===== src/rtl/mul4_pkg.sv =====
// ---------------------------------------------------------------------------
// mul4_pkg
// Shared definitions for the 2x2 multiplier fitness scorer.
//   LANES          : test cases carried side by side in one batch
//   BITS_PER_BATCH : output bits compared per batch (4 product bits x LANES)
//   SCORE_W        : width of the run accumulator / score output
//   COUNT_W        : width of a single-batch hit count (0..64)
//   state_t        : scorer FSM states
//   match_vector() : golden 2x2 product per lane, compared against a candidate
// ---------------------------------------------------------------------------
package mul4_pkg;

   localparam int LANES          = 16;
   localparam int BITS_PER_BATCH = 64;
   localparam int SCORE_W        = 16;
   localparam int COUNT_W        = 7;

   typedef enum logic [1:0] {
      IDLE   = 2'd0,
      ACCUM  = 2'd1,
      DRAIN  = 2'd2,
      REPORT = 2'd3
   } state_t;

   // Returns a 1 in every bit position where the candidate output agrees with
   // the golden product. Bit order is {y3, y2, y1, y0}, each LANES wide.
   // p2 excludes the 3*3 lane, whose product 9 has bit 2 clear; only that
   // lane sets p3.
   function automatic logic [BITS_PER_BATCH-1:0] match_vector(
      input logic [LANES-1:0] a1,
      input logic [LANES-1:0] a0,
      input logic [LANES-1:0] b1,
      input logic [LANES-1:0] b0,
      input logic [LANES-1:0] y3,
      input logic [LANES-1:0] y2,
      input logic [LANES-1:0] y1,
      input logic [LANES-1:0] y0
   );
      logic [LANES-1:0] p0;
      logic [LANES-1:0] p1;
      logic [LANES-1:0] p2;
      logic [LANES-1:0] p3;
      p0 = a0 & b0;
      p1 = (a1 & b0) ^ (a0 & b1);
      p2 = a1 & b1 & ~(a0 & b0);
      p3 = a1 & a0 & b1 & b0;
      return ~({y3, y2, y1, y0} ^ {p3, p2, p1, p0});
   endfunction

endpackage


===== src/rtl/mul4_popcount64.sv =====
// ---------------------------------------------------------------------------
// mul4_popcount64
// Purely combinational population count of a 64-bit match vector.
//   bits  : input vector (one bit per compared product bit)
//   count : number of ones in bits, 0..64
// ---------------------------------------------------------------------------
module mul4_popcount64
   import mul4_pkg::*;
(
   input  logic [BITS_PER_BATCH-1:0] bits,
   output logic [COUNT_W-1:0]        count
);

   // Sum nibble counts first so synthesis sees a shallow adder tree rather
   // than one long ripple chain of 64 single-bit additions.
   logic [2:0] nib_count [BITS_PER_BATCH/4];

   always_comb begin
      for (int n = 0; n < BITS_PER_BATCH/4; n++) begin
         nib_count[n] = 3'(bits[4*n])   + 3'(bits[4*n+1])
                      + 3'(bits[4*n+2]) + 3'(bits[4*n+3]);
      end
   end

   always_comb begin
      count = '0;
      for (int n = 0; n < BITS_PER_BATCH/4; n++) begin
         count = count + COUNT_W'(nib_count[n]);
      end
   end

endmodule


===== src/rtl/mul4_fitness_scorer.sv =====
// ---------------------------------------------------------------------------
// mul4_fitness_scorer
// Scores an evolved 2x2 multiplier: each batch carries 16 bit-sliced test
// cases plus the candidate's 4 output bits per case; the scorer counts how
// many of the 64 output bits match the golden product and sums that over a
// run of num_batches batches.
//
// Ports
//   clk, rst_n          : clock, synchronous active-low reset
//   start, num_batches  : begin a run of num_batches batches (IDLE only)
//   in_valid, in_ready  : batch handshake (accepted on in_valid && in_ready)
//   a1, a0, b1, b0      : bit-sliced operands, lane i = {a1[i],a0[i]} etc.
//   y3, y2, y1, y0      : bit-sliced candidate product
//   score, perfect      : run result, valid while out_valid
//   out_valid, out_ready: result handshake
//
// Batch counts above MAX_BATCHES are clamped to MAX_BATCHES.
// ---------------------------------------------------------------------------
module mul4_fitness_scorer
   import mul4_pkg::*;
#(
   parameter int MAX_BATCHES = 255
)
(
   input  logic               clk,
   input  logic               rst_n,
   input  logic               start,
   input  logic [7:0]         num_batches,
   input  logic               in_valid,
   output logic               in_ready,
   input  logic [LANES-1:0]   a1,
   input  logic [LANES-1:0]   a0,
   input  logic [LANES-1:0]   b1,
   input  logic [LANES-1:0]   b0,
   input  logic [LANES-1:0]   y3,
   input  logic [LANES-1:0]   y2,
   input  logic [LANES-1:0]   y1,
   input  logic [LANES-1:0]   y0,
   output logic [SCORE_W-1:0] score,
   output logic               perfect,
   output logic               out_valid,
   input  logic               out_ready
);

   state_t                    state;
   state_t                    state_next;
   logic [7:0]                remaining;
   logic [7:0]                batches;
   logic [7:0]                start_count;
   logic                      accept;
   logic                      run_start;
   logic                      s1_valid;
   logic [BITS_PER_BATCH-1:0] s1_match;
   logic [COUNT_W-1:0]        s1_hits;
   logic [SCORE_W-1:0]        acc;
   logic [SCORE_W-1:0]        perfect_target;

   // Clamp the requested run length to the configured maximum.
   assign start_count = (num_batches > 8'(MAX_BATCHES)) ? 8'(MAX_BATCHES)
                                                        : num_batches;

   assign run_start = (state == IDLE) && start;
   assign in_ready  = (state == ACCUM) && (remaining != 8'd0);
   assign accept    = in_valid && in_ready;

   // State register.
   always_ff @(posedge clk) begin
      if (!rst_n) begin
         state <= IDLE;
      end else begin
         state <= state_next;
      end
   end

   // Next-state logic. ACCUM is left on the edge that accepts the final
   // batch; DRAIN gives stage 2 one edge to fold that batch into acc before
   // the result is presented.
   always_comb begin
      state_next = state;
      out_valid  = 1'b0;
      case (state)
         IDLE: begin
            if (start) begin
               state_next = (start_count == 8'd0) ? REPORT : ACCUM;
            end
         end
         ACCUM: begin
            if (accept && (remaining == 8'd1)) begin
               state_next = DRAIN;
            end
         end
         DRAIN: begin
            state_next = REPORT;
         end
         REPORT: begin
            out_valid = 1'b1;
            if (out_ready) begin
               state_next = IDLE;
            end
         end
         default: begin
            state_next = IDLE;
         end
      endcase
   end

   // Run bookkeeping: batches remembers the run length for the perfect test,
   // remaining counts down one per accepted batch.
   always_ff @(posedge clk) begin
      if (!rst_n) begin
         remaining <= 8'd0;
         batches   <= 8'd0;
      end else if (run_start) begin
         remaining <= start_count;
         batches   <= start_count;
      end else if (accept) begin
         remaining <= remaining - 8'd1;
      end
   end

   // Stage 1: capture the match vector of the accepted batch.
   always_ff @(posedge clk) begin
      if (!rst_n) begin
         s1_valid <= 1'b0;
         s1_match <= '0;
      end else begin
         s1_valid <= accept;
         if (accept) begin
            s1_match <= match_vector(a1, a0, b1, b0, y3, y2, y1, y0);
         end
      end
   end

   mul4_popcount64 u_popcount (
      .bits  (s1_match),
      .count (s1_hits)
   );

   // Stage 2: fold the stage-1 hit count into the run accumulator. A new
   // run cannot start while stage 1 is occupied, so the clear never races
   // an addition.
   always_ff @(posedge clk) begin
      if (!rst_n) begin
         acc <= '0;
      end else if (run_start) begin
         acc <= '0;
      end else if (s1_valid) begin
         acc <= acc + SCORE_W'(s1_hits);
      end
   end

   // Result outputs are forced to zero outside REPORT so a partially
   // accumulated score is never visible.
   assign perfect_target = {2'b00, batches, 6'b000000};
   assign score          = out_valid ? acc : '0;
   assign perfect        = out_valid && (batches != 8'd0) && (acc == perfect_target);

endmodule


===== config.mk =====
export PLATFORM = sky130hd
export DESIGN_NAME = mul4_fitness_scorer
export DESIGN_NICKNAME = d
export VERILOG_FILES = /design/src/rtl/mul4_pkg.sv /design/src/rtl/mul4_popcount64.sv /design/src/rtl/mul4_fitness_scorer.sv
export SDC_FILE = /design/constraint.sdc
export NUM_CORES = 1
export LEC_CHECK = 0
export CAP_MARGIN = 20
export CORE_ASPECT_RATIO = 0.9
export CORE_UTILIZATION = 45
export DETAILED_ROUTE_END_ITERATION = 6
export DONT_BUFFER_PORTS = 1
export PLACE_DENSITY_LB_ADDON = 0.12
export SLEW_MARGIN = 20
export SYNTH_ARGS = -nofsm -noshare
export SYNTH_HDL_FRONTEND = slang
export SYNTH_SLANG_ARGS = --single-unit

===== constraint.sdc =====
create_clock -name clk -period 20.1 [get_ports clk]
set_clock_uncertainty 0.05 [all_clocks]
set_input_delay 3.015 -clock clk [delete_from_list [all_inputs] [get_ports clk]]
set_output_delay 3.015 -clock clk [all_outputs]
set_load 0.005 [all_outputs]

==> impl_metrics.ini, run 1 <==
[outcome]
status = finished, final reports clean

[critical_path]
crit_buf_inv = 7
path_max_fanout = 6
cp_slowest_cell = a221oi_1
crit_path_end_kind = flop
cp.arrival_ns = 8.04
timing.critical_path.mode_cell = fa_1
r2r_setup_slack_ns = 12.23
cp-start-kind = flop
cp.required_ns = 20.27
slowest_delay_ns = 0.61
criticalPathCategory = flop to flop
crit_family = adder cells

[flow_run]
drv_cap = 0

[logic_synthesis]
ys_types = 51
syn-cell-area_sq_um = 7800
synth_async_sr_flop_share_pct = 0
synth_ff_type = dfxtp_1
synth_top_area_share_pct = 25.4
avgSynthCellArea_sq_um = 8.32
synth_top_area_cell = dfxtp_1
synth_fp_nets = 1199
synthCells = 937
ys_ff_latch = 99
yosysSeqAreaShare_pct = 25.4
synthTopCellsByArea = dfxtp_1 25%, fa_1 14%, ha_1 10%
synth-edff-count = 0
ys_warn_count = 0

[sta]
setup_slack_ns = 12.23
tightest_slew_ns = 0.772
slew_viol_final = 0
period_needed_ns = 7.87
min_period_over_period_pct = 39.1
hold_violations = 0
setup_viol = 0
tns_ns = 0
slew_headroom_pct = 48.5
rsz0062_at_grt = false
whs_ns = 0.402
max_freq_ghz = 0.127

[floorplan]
core_area_sq_um = 16900
io_pins = 160
fp-row-count = 45
die_w_um = 141
dieArea_sq_um = 17900
dieHeight_um = 127
initial_core_util_pct = 46.2

[hold_path]
hold_path_class = flop to flop

[clock_tree]
cts_hold_buf = 0
h-tree-depth = 3
cts.sinks = 99
cts_buffers = 9
ctsLongestPathBuffers = 2
tritoncts = done
clk_latency_ns = 0.36
cts_resized = 0
cts-root-buf = clkbuf_16
clk_pin_slew_ns = 0.07
cts_setup_buffers = 0

[place]
gp_congestion = 0.814
port_buffers = 0
pre_cts_slack_ns = 12.26
dp_hpwl_mm = 13.4

[cells_and_area]
area_delta_synth_final_pct = 6.15
n_antenna_cell = 0
fillers = 1684
regArea_sq_um = 1980
nets = 1183
drive_gt1_share_pct = 2.92
multi_input_area_sq_um = 5190

[routing]
routed_wirelength_mm = 16.9
viasPerCell = 5.25
drt_first_pass_iters = 5
drc = 0
dr_total_vias = 5974
first_iter_violations = 251
routedWlPerCell_um = 14.9
ant_nets = 0

[grt]
grt_max_degree = 83
grt_pass1_wl_mm = 27.7
grt.overflow.total = 0
antenna_found_initial = 0
grt_util_all_layers_pct = 19.8
first_global_vias = 5596

[power]
ir_drop_mv = 0.105
power_density_nw_per_um2 = 141
p_leak_nw = 3.43
[registers in the layout, summed over array words and instances, names as in the netlist]
register / count
s1_match: 64
acc: 16
batches: 8
remaining: 8
state: 2
s1_valid: 1
[synthesized netlist by cell type (all sizes together) (19+ instances only)]
cell type and count:
fa 56, nor2 29, dfxtp 99, clkbuf 22, xnor2 50, nand2 158
xor2 33, nand4 19, o21ai 32, ha 65, inv 133, a211oi 23
a21oi 78
[worst register-to-register path: cells and delay by family, from the launching register on]
kind	cells	cell delay, ns
AO/OA/AOI/OAI	5	1.22
XOR/XNOR	1	0.16
adder cells (fa/ha/maj)	12	5.00
buffers and inverters	7	0.41
flip-flops	1	0.31
AND/OR/NAND/NOR	3	0.58
[metal layers]
layer / track usage (%) / vias to the layer above / wire length (um) / part of all wire (%)
li1: - / 3094 / - / -
met1: 28.9 / 2757 / 8950 / 53
met2: 29.6 / 110 / 7190 / 42
met3: 4.30 / 13 / 647 / 3.8
met4: 4.41 / 0 / 153 / 0.90
met5: 0 / - / 0 / 0
[path summary, 6_finish.rpt]
kind / startpoint / end / cells after the start
worst max-delay path: s1_match[4]$_SDFFE_PN0P_ / acc[11]$_SDFFE_PP0P_ / 28
worst min register to register: s1_match[35]$_SDFFE_PN0P_ / s1_match[35]$_SDFFE_PN0P_ / 2
worst max register to register: s1_match[4]$_SDFFE_PN0P_ / acc[11]$_SDFFE_PP0P_ / 28
worst min-delay path: s1_match[35]$_SDFFE_PN0P_ / s1_match[35]$_SDFFE_PN0P_ / 2
[layout make-up]
cell class	instances	share of cell area (%)
Clock inverter	6	0.892
Sequential cell	99	23.9
Inverter	134	6.08
Timing Repair Buffer	4	0.363
Tap cell	211	3.19
Clock buffer	10	2.77
Multi-Input combinational cell	673	62.8
[cell families after synthesis]
kind of cell / after synthesis / synth area share, %
AOI/OAI and AO/OA: 179 / 13.9
xor gates and xnor gates: 83 / 9.32
adders and majority gates: 121 / 24.8
buffers and inverters: 165 / 8.18
DFF: 99 / 25.4
muxes: 4 / 0.513
and+or+nand+nor: 286 / 17.9
[where the power goes]
| group | leakage (nW) | switching [mW] | total, mW | internal [mW] |
|---|---|---|---|---|
| Combinational | 2.49 | 0.420 | 0.733 | 0.313 |
| Sequential | 0.805 | 0.0260 | 0.253 | 0.227 |
| Clock | 0.141 | 0.0816 | 0.180 | 0.0982 |
| Total | 3.43 | 0.527 | 1.17 | 0.638 |
[cell usage in the layout, fill, tap and decap left out, types with 3 or more instances in the layout]
cell / n
a211oi_1: 23
a21o_1: 4
a21oi_1: 78
a31oi_1: 17
and2_1: 18
and4_1: 18
buf_4: 4
clkbuf_16: 9
dfxtp_1: 99
fa_1: 56
ha_1: 65
inv_1: 133
mux2i_1: 4
nand2_1: 158
nand2b_1: 4
nand3_1: 7
nand3b_1: 3
nand4_1: 19
nor2_1: 29
nor2b_1: 3
nor4_1: 6
o211ai_1: 3
o21ai_0: 31
o31ai_1: 7
or3_1: 4
or4_1: 10
xnor2_1: 50
xor2_1: 33
[stage by stage]
stage	power, mW	instance area [sq um]	util (%)	std cells
after global placement	1.00	7970	47.2	1121
after floorplan	0.858	7800	-	937
after CTS	1.19	8270	48.9	1137
after detailed placement	1.00	7970	47.2	1121
after global routing	1.34	8280	49.0	1137
final	1.17	8280	49.0	1137
Power figures use the tool's default switching activity.
==> run 2: changes to the inputs <==
- clock period: 20.1 -> 7.1 ns (I/O delays scaled with it)
==> run 2 against run 1 <==
  * The run now ends with negative setup slack left
  * Non-clock buffer count is 21 higher
  * Wire length increased by 2.9%
  * Maximum frequency grew 9.4%
  * Critical path depth grew 1
  * Final cell count rose by 1.8%
  * Clock power rose to 2.8 times the previous value
==> impl_metrics.ini, run 2 (same netlist as run 1, synthesis figures left out) <==
[routing]
drt_first_pass_iters = 4
routedWlPerCell_um = 15.1
routed_wirelength_mm = 17.4
ant_nets = 0
first_iter_violations = 345
dr_total_vias = 6078
viasPerCell = 5.25
drc = 0

[cells_and_area]
area_delta_synth_final_pct = 11.5
drive_gt1_share_pct = 9.82
largest-register = s1_match
final_cell_mix = 158 x nand2_1, 127 x inv_1, 95 x dfxtp_1
nets = 1205
n_antenna_cell = 0
largest_register_ffs = 64
final_common_cell = nand2_1
reg_top3 = s1_match (64), acc (16)

[power]
ir_drop_mv = 0.422
power_density_nw_per_um2 = 438
p_leak_nw = 3.58
finalPower_mw = 3.80

[critical_path]
crit_path_end_kind = flop
cp.required_ns = 7.32
reg2reg_to = acc[12]$_SDFFE_PP0P_
criticalPathCategory = flop to flop
cp.arrival_ns = 7.41
r2r_setup_slack_ns = -0.09
slowest_delay_ns = 0.53
cp_slowest_cell = fa_1
timing.critical_path.mode_cell = fa_1
cp-start-kind = flop
rr_startpoint = s1_match[1]$_SDFFE_PN0P_
path_max_fanout = 6
reg2reg_depth = 29

[sta]
setup_slack_ns = -0.0922
rsz0062_at_grt = true
slew_headroom_pct = 48.5
slew_viol_final = 0
max_freq_ghz = 0.139
tns_ns = -0.352
min_period_over_period_pct = 101
period_needed_ns = 7.19
setup_viol = 8
tightest_slew_ns = 0.772
hold_violations = 0

[grt]
grt_max_degree = 83
grt.overflow.total = 0
grt_util_all_layers_pct = 20.0
grt_pass1_wl_mm = 28.2
antenna_found_initial = 0
first_global_vias = 5751

[place]
port_buffers = 0
gp_congestion = 0.807
dp_hpwl_mm = 13.5

[floorplan]
dieHeight_um = 127
fp-row-count = 45
initial_core_util_pct = 46.2
io_pins = 160
die_w_um = 141
core_area_sq_um = 16900
dieArea_sq_um = 17900

[hold_path]
min_from = s1_match[46]$_SDFFE_PN0P_
hold_path_class = flop to flop
min_to = s1_match[46]$_SDFFE_PN0P_
min_path_cells = 2

[clock_tree]
clk_pin_slew_ns = 0.07
tritoncts = done
cts_hold_buf = 0
cts-root-buf = clkbuf_16
cts_buffers = 9
cts.sinks = 99
clk_latency_ns = 0.35
h-tree-depth = 3
ctsLongestPathBuffers = 2

[flow_run]
drv_cap = 0

[outcome]
status = complete, but fails checks
violations = negative setup slack
[run 2: area by class of cell]
type | instances | area, sq um
clock inverter | 3 | 47.5
timing repair buffer | 25 | 188
tap | 211 | 264
clock buffer | 12 | 246
sequential | 99 | 1990
fill | 1645 | 8200
inverter | 134 | 503
multi-input combinational | 674 | 5460
[run 2: power by group]
group / total [mW] / switching, mW / internal, mW
logic: 2.58 / 1.38 / 1.21
registers: 0.720 / 0.0756 / 0.644
clock network: 0.500 / 0.216 / 0.283
total: 3.80 / 1.67 / 2.14
[run 2: worst max-delay path by stage]
stage / from / endpoint / slack [ns] / depth (start not counted)
detailed placement: s1_match[1]$_SDFFE_PN0P_ / acc[11]$_SDFFE_PP0P_ / -0.23 / 28
global placement: s1_match[1]$_SDFFE_PN0P_ / acc[15]$_SDFFE_PP0P_ / -0.14 / 28
floorplan: s1_match[1]$_SDFFE_PN0P_ / acc[7]$_SDFFE_PP0P_ / 0.01 / 28
global route: s1_match[1]$_SDFFE_PN0P_ / acc[12]$_SDFFE_PP0P_ / -0.38 / 28
CTS: s1_match[0]$_SDFFE_PN0P_ / acc[13]$_SDFFE_PP0P_ / -0.13 / 28
finish: s1_match[1]$_SDFFE_PN0P_ / acc[12]$_SDFFE_PP0P_ / -0.09 / 29
[run 2: metrics by stage]
| stage | util (%) | std cells | hold WS (ns) | worst slack [ns] | area (sq um) |
|---|---|---|---|---|---|
| finish | 51.5 | 1158 | 0.402 | -0.0922 | 8690 |
| global route | 51.5 | 1158 | 0.417 | -0.376 | 8690 |
| CTS | 50.4 | 1152 | 0.403 | -0.132 | 8510 |
| detailed placement | 48.0 | 1134 | 0.395 | -0.235 | 8100 |
| global placement | 48.0 | 1134 | 0.390 | -0.142 | 8100 |
| floorplan | - | 937 | 0.382 | 0.0118 | 7840 |
[run 2: timing repair]
item	CTS	global route
cloned	1	0
setup endpoints to repair	10	13
pin swaps	28	33
resized for setup	15	30
buffers inserted	2	6
[run 2: worst max-delay path, delay by kind of cell (launching register included)]
kind | cells | cell delay [ns]
AO/OA/AOI/OAI | 5 | 0.75
XOR/XNOR | 2 | 0.29
adder cells (fa/ha/maj) | 12 | 4.77
buffers and inverters | 9 | 0.44
flip-flops | 1 | 0.34
AND/OR/NAND/NOR | 1 | 0.46
[run 2: layer usage]
| metal | global-route usage [%] | wire length (um) | share of wire (%) |
|---|---|---|---|
| met1 | 29.3 | 8830 | 51 |
| met2 | 30.1 | 7620 | 44 |
| met4 | 5.50 | 260 | 1.5 |
| met3 | 3.55 | 727 | 4.2 |
| met5 | 0 | 0 | 0 |
==> RTL change 1: new RTL, flow settings as in run 2 <==
The 4 states of `state_t` get a Gray code encoding in 2 bits.
--- a/src/rtl/mul4_pkg.sv
+++ b/src/rtl/mul4_pkg.sv
@@ -18,6 +18,6 @@
    typedef enum logic [1:0] {
-      IDLE   = 2'd0,
-      ACCUM  = 2'd1,
-      DRAIN  = 2'd2,
-      REPORT = 2'd3
+      IDLE   = 2'b00,
+      ACCUM  = 2'b01,
+      DRAIN  = 2'b11,
+      REPORT = 2'b10
    } state_t;
Function: no difference found for any inputs over 4 cycles, from zero or initial values and one cycle with rst_n low; so few cycles prove little.
==> RTL change 1 against run 2 <==
  * The run still ends with setup timing left
  * Synthesized area down 0.75%
  * Via count fell by 0.77%
  * Routed wire length down 2.6%
  * Worst setup slack got worse by 0.0029 ns
  * Sequential cell count unchanged
  * Largest cell class unchanged
  * Worst hold slack barely moved
  * Utilization is 0.58 points lower
  * Cell area down 1.5%
  * Critical endpoint is now acc[10]
  * Synthesized cell count shrank 0.96%
Power is not compared: it rests on default switching activity, and its combinational part moved more than twofold at a synthesized area within 25%.
==> RTL change 1: results (changes against run 2) <==
{| class="wikitable"
! Metric !! Value
|-
| Clock network share of area || 0.03359 (-0.0002313)
|-
| End of the worst hold path || s1_match[10]
|-
| First-pass GRT wire length || 27740 µm (-1.7%)
|-
| Number of multi-input logic gates || 667 (-1.0%)
|-
| Final setup margin || -0.09511 ns (-0.002887 ns)
|-
| Fraction of final layout cells sized beyond drive strength 1 || 0.1072 (+0.009014)
|-
| Violated checks || setup timing
|-
| Slowest stage cell on the critical path || sky130_fd_sc_hd__fa_2
|-
| Final cell utilization of the core || 0.5090 (-0.005785)
|-
| Vias in the first global route || 5811 (+1.0%)
|-
| # setup viols final || 6 (-2)
|-
| Average wire per standard cell || 14.73 µm (-2.2%)
|-
| Detailed-route via count || 6031 (-0.77%)
|-
| Multi-input gate share of the layout cell area || 0.6196 (-0.008264)
|-
| Overall die area || 0.01773 mm² (-0.74%)
|-
| Count of filler cells inserted in the layout || 1624 (-1.3%)
|-
| Post-Syn Area per Cell || 8.339 µm² (+0.21%)
|-
| Total track usage || 0.1979 (-0.002451)
|-
| Final Wtd Congestion || 0.8192 (+1.6%)
|-
| Post-synthesis sequential area ratio || 0.2561 (+0.001931)
|-
| Status || complete, but fails checks
|-
| Ranking of synthesized cells by area || sky130_fd_sc_hd__dfxtp_1, sky130_fd_sc_hd__fa_1, sky130_fd_sc_hd__ha_1
|-
| Worst Reg-to-Reg Cells || 28 (-3.4%)
|-
| Post-DP HPWL || 13180 µm (-2.4%)
|-
| Summed negative setup slack over all endpoints || -0.1930 ns (+0.1591 ns)
|-
| WHS || 0.4021 ns (+0.0004460 ns)
|}
-- RTL change 1: changes by cell type after synthesis, moves of 4 or more --
cell	change
sky130_fd_sc_hd__nor3_1	+6
sky130_fd_sc_hd__ha_1	-5
sky130_fd_sc_hd__a211oi_1	-4
sky130_fd_sc_hd__clkbuf_1	-4
-- RTL change 1: timing repair --
| action | 4_1_cts | 5_1_grt |
|---|---|---|
| resized for setup | 21 | 21 |
| pin swaps | 33 | 23 |
| setup endpoints to repair | 9 | 11 |
| buffers inserted | 7 | 5 |
-- RTL change 1: kinds of logic after synthesis --
family,synth area share
simple gates,0.1864
xor+xnor,0.09054
buf+inv,0.08407
flops,0.2561
fa+ha+maj,0.2419
mux,0.003881
compound gates,0.1371
-- RTL change 1: how the worst max path moves through the flow --
stage / cells past startpoint / endpoint / start / slack [ns]
floorplan: 29 / acc[14] / s1_match[1] / 0.008
global placement: 28 / acc[12] / s1_match[1] / -0.16
detailed placement: 29 / acc[14] / s1_match[1] / -0.23
CTS: 28 / acc[14] / s1_match[5] / -0.16
global route: 28 / acc[10] / s1_match[1] / -0.41
finish: 28 / acc[10] / s1_match[1] / -0.1
-- RTL change 1: per-layer routing --
metal,global-route usage,wire (µm)
met5,0,0
met4,0.05430,174
met3,0.03662,582
met2,0.3015,7439
met1,0.2858,8785
-- RTL change 1: where the power goes --
part           internal (mW)  switching, mW  total, mW
combinational          0.489          0.551       1.04
clock                  0.244          0.236      0.480
sequential             0.588         0.0276      0.615
-- RTL change 1: worst min-delay path: stages, from the launching register on --
cell	delay [ns]
sky130_fd_sc_hd__dfxtp_1	0.31
sky130_fd_sc_hd__nand2_1	0.05
sky130_fd_sc_hd__a21oi_1	0.05
==> RTL change 2: new RTL, config.mk and constraints of run 2 <==
Made on the original files. Set the package constant `BITS_PER_BATCH` to 128 (it was 64).
--- a/src/rtl/mul4_pkg.sv
+++ b/src/rtl/mul4_pkg.sv
@@ -13,3 +13,3 @@
    localparam int LANES          = 16;
-   localparam int BITS_PER_BATCH = 64;
+   localparam int BITS_PER_BATCH = 128;
    localparam int SCORE_W        = 16;
Function: changed (a bounded check fails within 4 cycles, from zero or initial values and one cycle with rst_n low).
==> RTL change 2 against run 2 <==
  * Critical path depth shrank 5
  * Sequential cell count grew 1
  * Utilization rose by 0.30 points
  * Routed wire length increased by 3.9%
  * Combinational power increased by 24%
  * Total power up 17%
  * Synthesized area up 5.3%
  * Fmax rose by 2.1%
  * Cell area increased by 5.6%
  * Die area increased by 5.2%
  * Worst setup slack better by 0.15 ns
  * Critical path type unchanged
  * Critical endpoint is now acc[9]
  * Largest cell class unchanged
  * Highest routed layer unchanged
==> RTL change 2: results (changes against run 2) <==
{| class="wikitable"
! Metric !! Value
|-
| Vias in the first global route || 5865 (+2.0%)
|-
| Average wire per standard cell || 15.06 µm (about the same)
|-
| Number of flops mapped to enable cells by yosys || 0 (unchanged)
|-
| Largest registers || s1_match (65), acc (16)
|-
| Transition time at the pin with the least slew margin || 0.7707 ns (-0.001259 ns)
|-
| Count of unique library cells instantiated by Yosys || 48 (-5.9%)
|-
| Lkg Pwr || 3.794 nW (+5.9%)
|-
| Pin count of the biggest net entering global routing || 84 (+1.2%)
|-
| Highest ir drop seen on vdd || 680.3 µV (+61%)
|-
| Total track usage || 0.2003 (about the same)
|-
| First-pass GRT wire length || 28820 µm (+2.2%)
|-
| Iter 0 DRT Violations || 216 (-37%)
|-
| Ranking of synthesized cells by area || sky130_fd_sc_hd__dfxtp_1, sky130_fd_sc_hd__fa_1, sky130_fd_sc_hd__ha_1
|-
| Instance area after placement || 0.008503 mm² (+4.9%)
|-
| Fin nets || 1246 (+3.4%)
|-
| GR met1 Demand/Resource || 0.2846 (-0.008868)
|-
| Met2 routed wirelength || 8102 µm (+6.3%)
|-
| Met3 layer usage reported by global route || 0.03596 (+0.0004782)
|-
| Via/cell ratio || 5.137 (-2.1%)
|-
| Share of power burned in registers || 0.169 (-0.020)
|-
| Final Wtd Congestion || 0.7939 (-1.6%)
|-
| CP Data Arrival Time || 7.29 ns (-0.12 ns)
|-
| Status || completed
|-
| Post-DP HPWL || 14270 µm (+5.7%)
|-
| Part of the power in combinational logic || 0.719 (+0.040)
|-
| Post-synthesis sequential area ratio || 0.2439 (-0.01027)
|-
| Synth Net Count || 1250 (+4.3%)
|-
| DRT met1 WL || 9089 µm (+3.0%)
|-
| Global Route met2 Usage || 0.3117 (+0.01022)
|-
| Sw frac || 0.4661 (+0.02775)
|}
[RTL change 2: final timing paths]
| path | start | end | slack [ns] | cells past startpoint |
|---|---|---|---|---|
| min reg2reg | s1_match[11] | s1_match[11] | 0.40 | 2 |
| max | s1_match[20] | acc[9] | 0.06 | 24 |
| min | s1_match[11] | s1_match[11] | 0.40 | 2 |
| max reg2reg | s1_match[20] | acc[9] | 0.06 | 24 |
[RTL change 2: kinds of logic (layout without fill, tap and decap cells)]
kind of cell             Yosys count  in the layout  synth area share
AO/OA/AOI/OAI                    173            173            0.1255
XOR/XNOR                          85             85           0.09070
adder cells (fa/ha/maj)          148            148            0.2851
buffers and inverters            153            154           0.07226
flip-flops                       100            100            0.2439
multiplexers                      11             11           0.01342
AND/OR/NAND/NOR                  291            291            0.1692
[RTL change 2: final cells by class]
cell class,instances,area (µm²)
Sequential cell,100,2019
Tap cell,240,300.3
Timing Repair Buffer,17,140.1
Inverter,121,454.2
Fill cell,1754,8548
Clock buffer,9,225.2
Multi-Input combinational cell,708,5962
Clock inverter,7,77.57
[RTL change 2: repair_timing]
item | 4_1_cts | 5_1_grt
buffers inserted | 1 | 5
pin swaps | 34 | 33
gates resized for setup | 39 | 37
setup endpoints to repair | 10 | 9
hold endpoints to repair | 0 | 0
[RTL change 2: critical path, delay by kind of cell, from the launching register on]
family,cells,cell delay (ns)
xor gates and xnor gates,1,0.09
DFF,1,0.37
buffers and inverters,4,0.17
adders and majority gates,13,5.09
and+or+nand+nor,1,0.06
AOI/OAI and AO/OA,5,1.13
[RTL change 2: per-stage QoR]
step,setup TNS [ns],std cells,setup WS [ns]
finish,0,1202,0.05799
global route,-0.7916,1202,-0.1598
CTS,0,1198,0.02588
detailed placement,-1.413,1182,-0.2127
global placement,-0.9121,1182,-0.1496
floorplan,0,961,0.01628
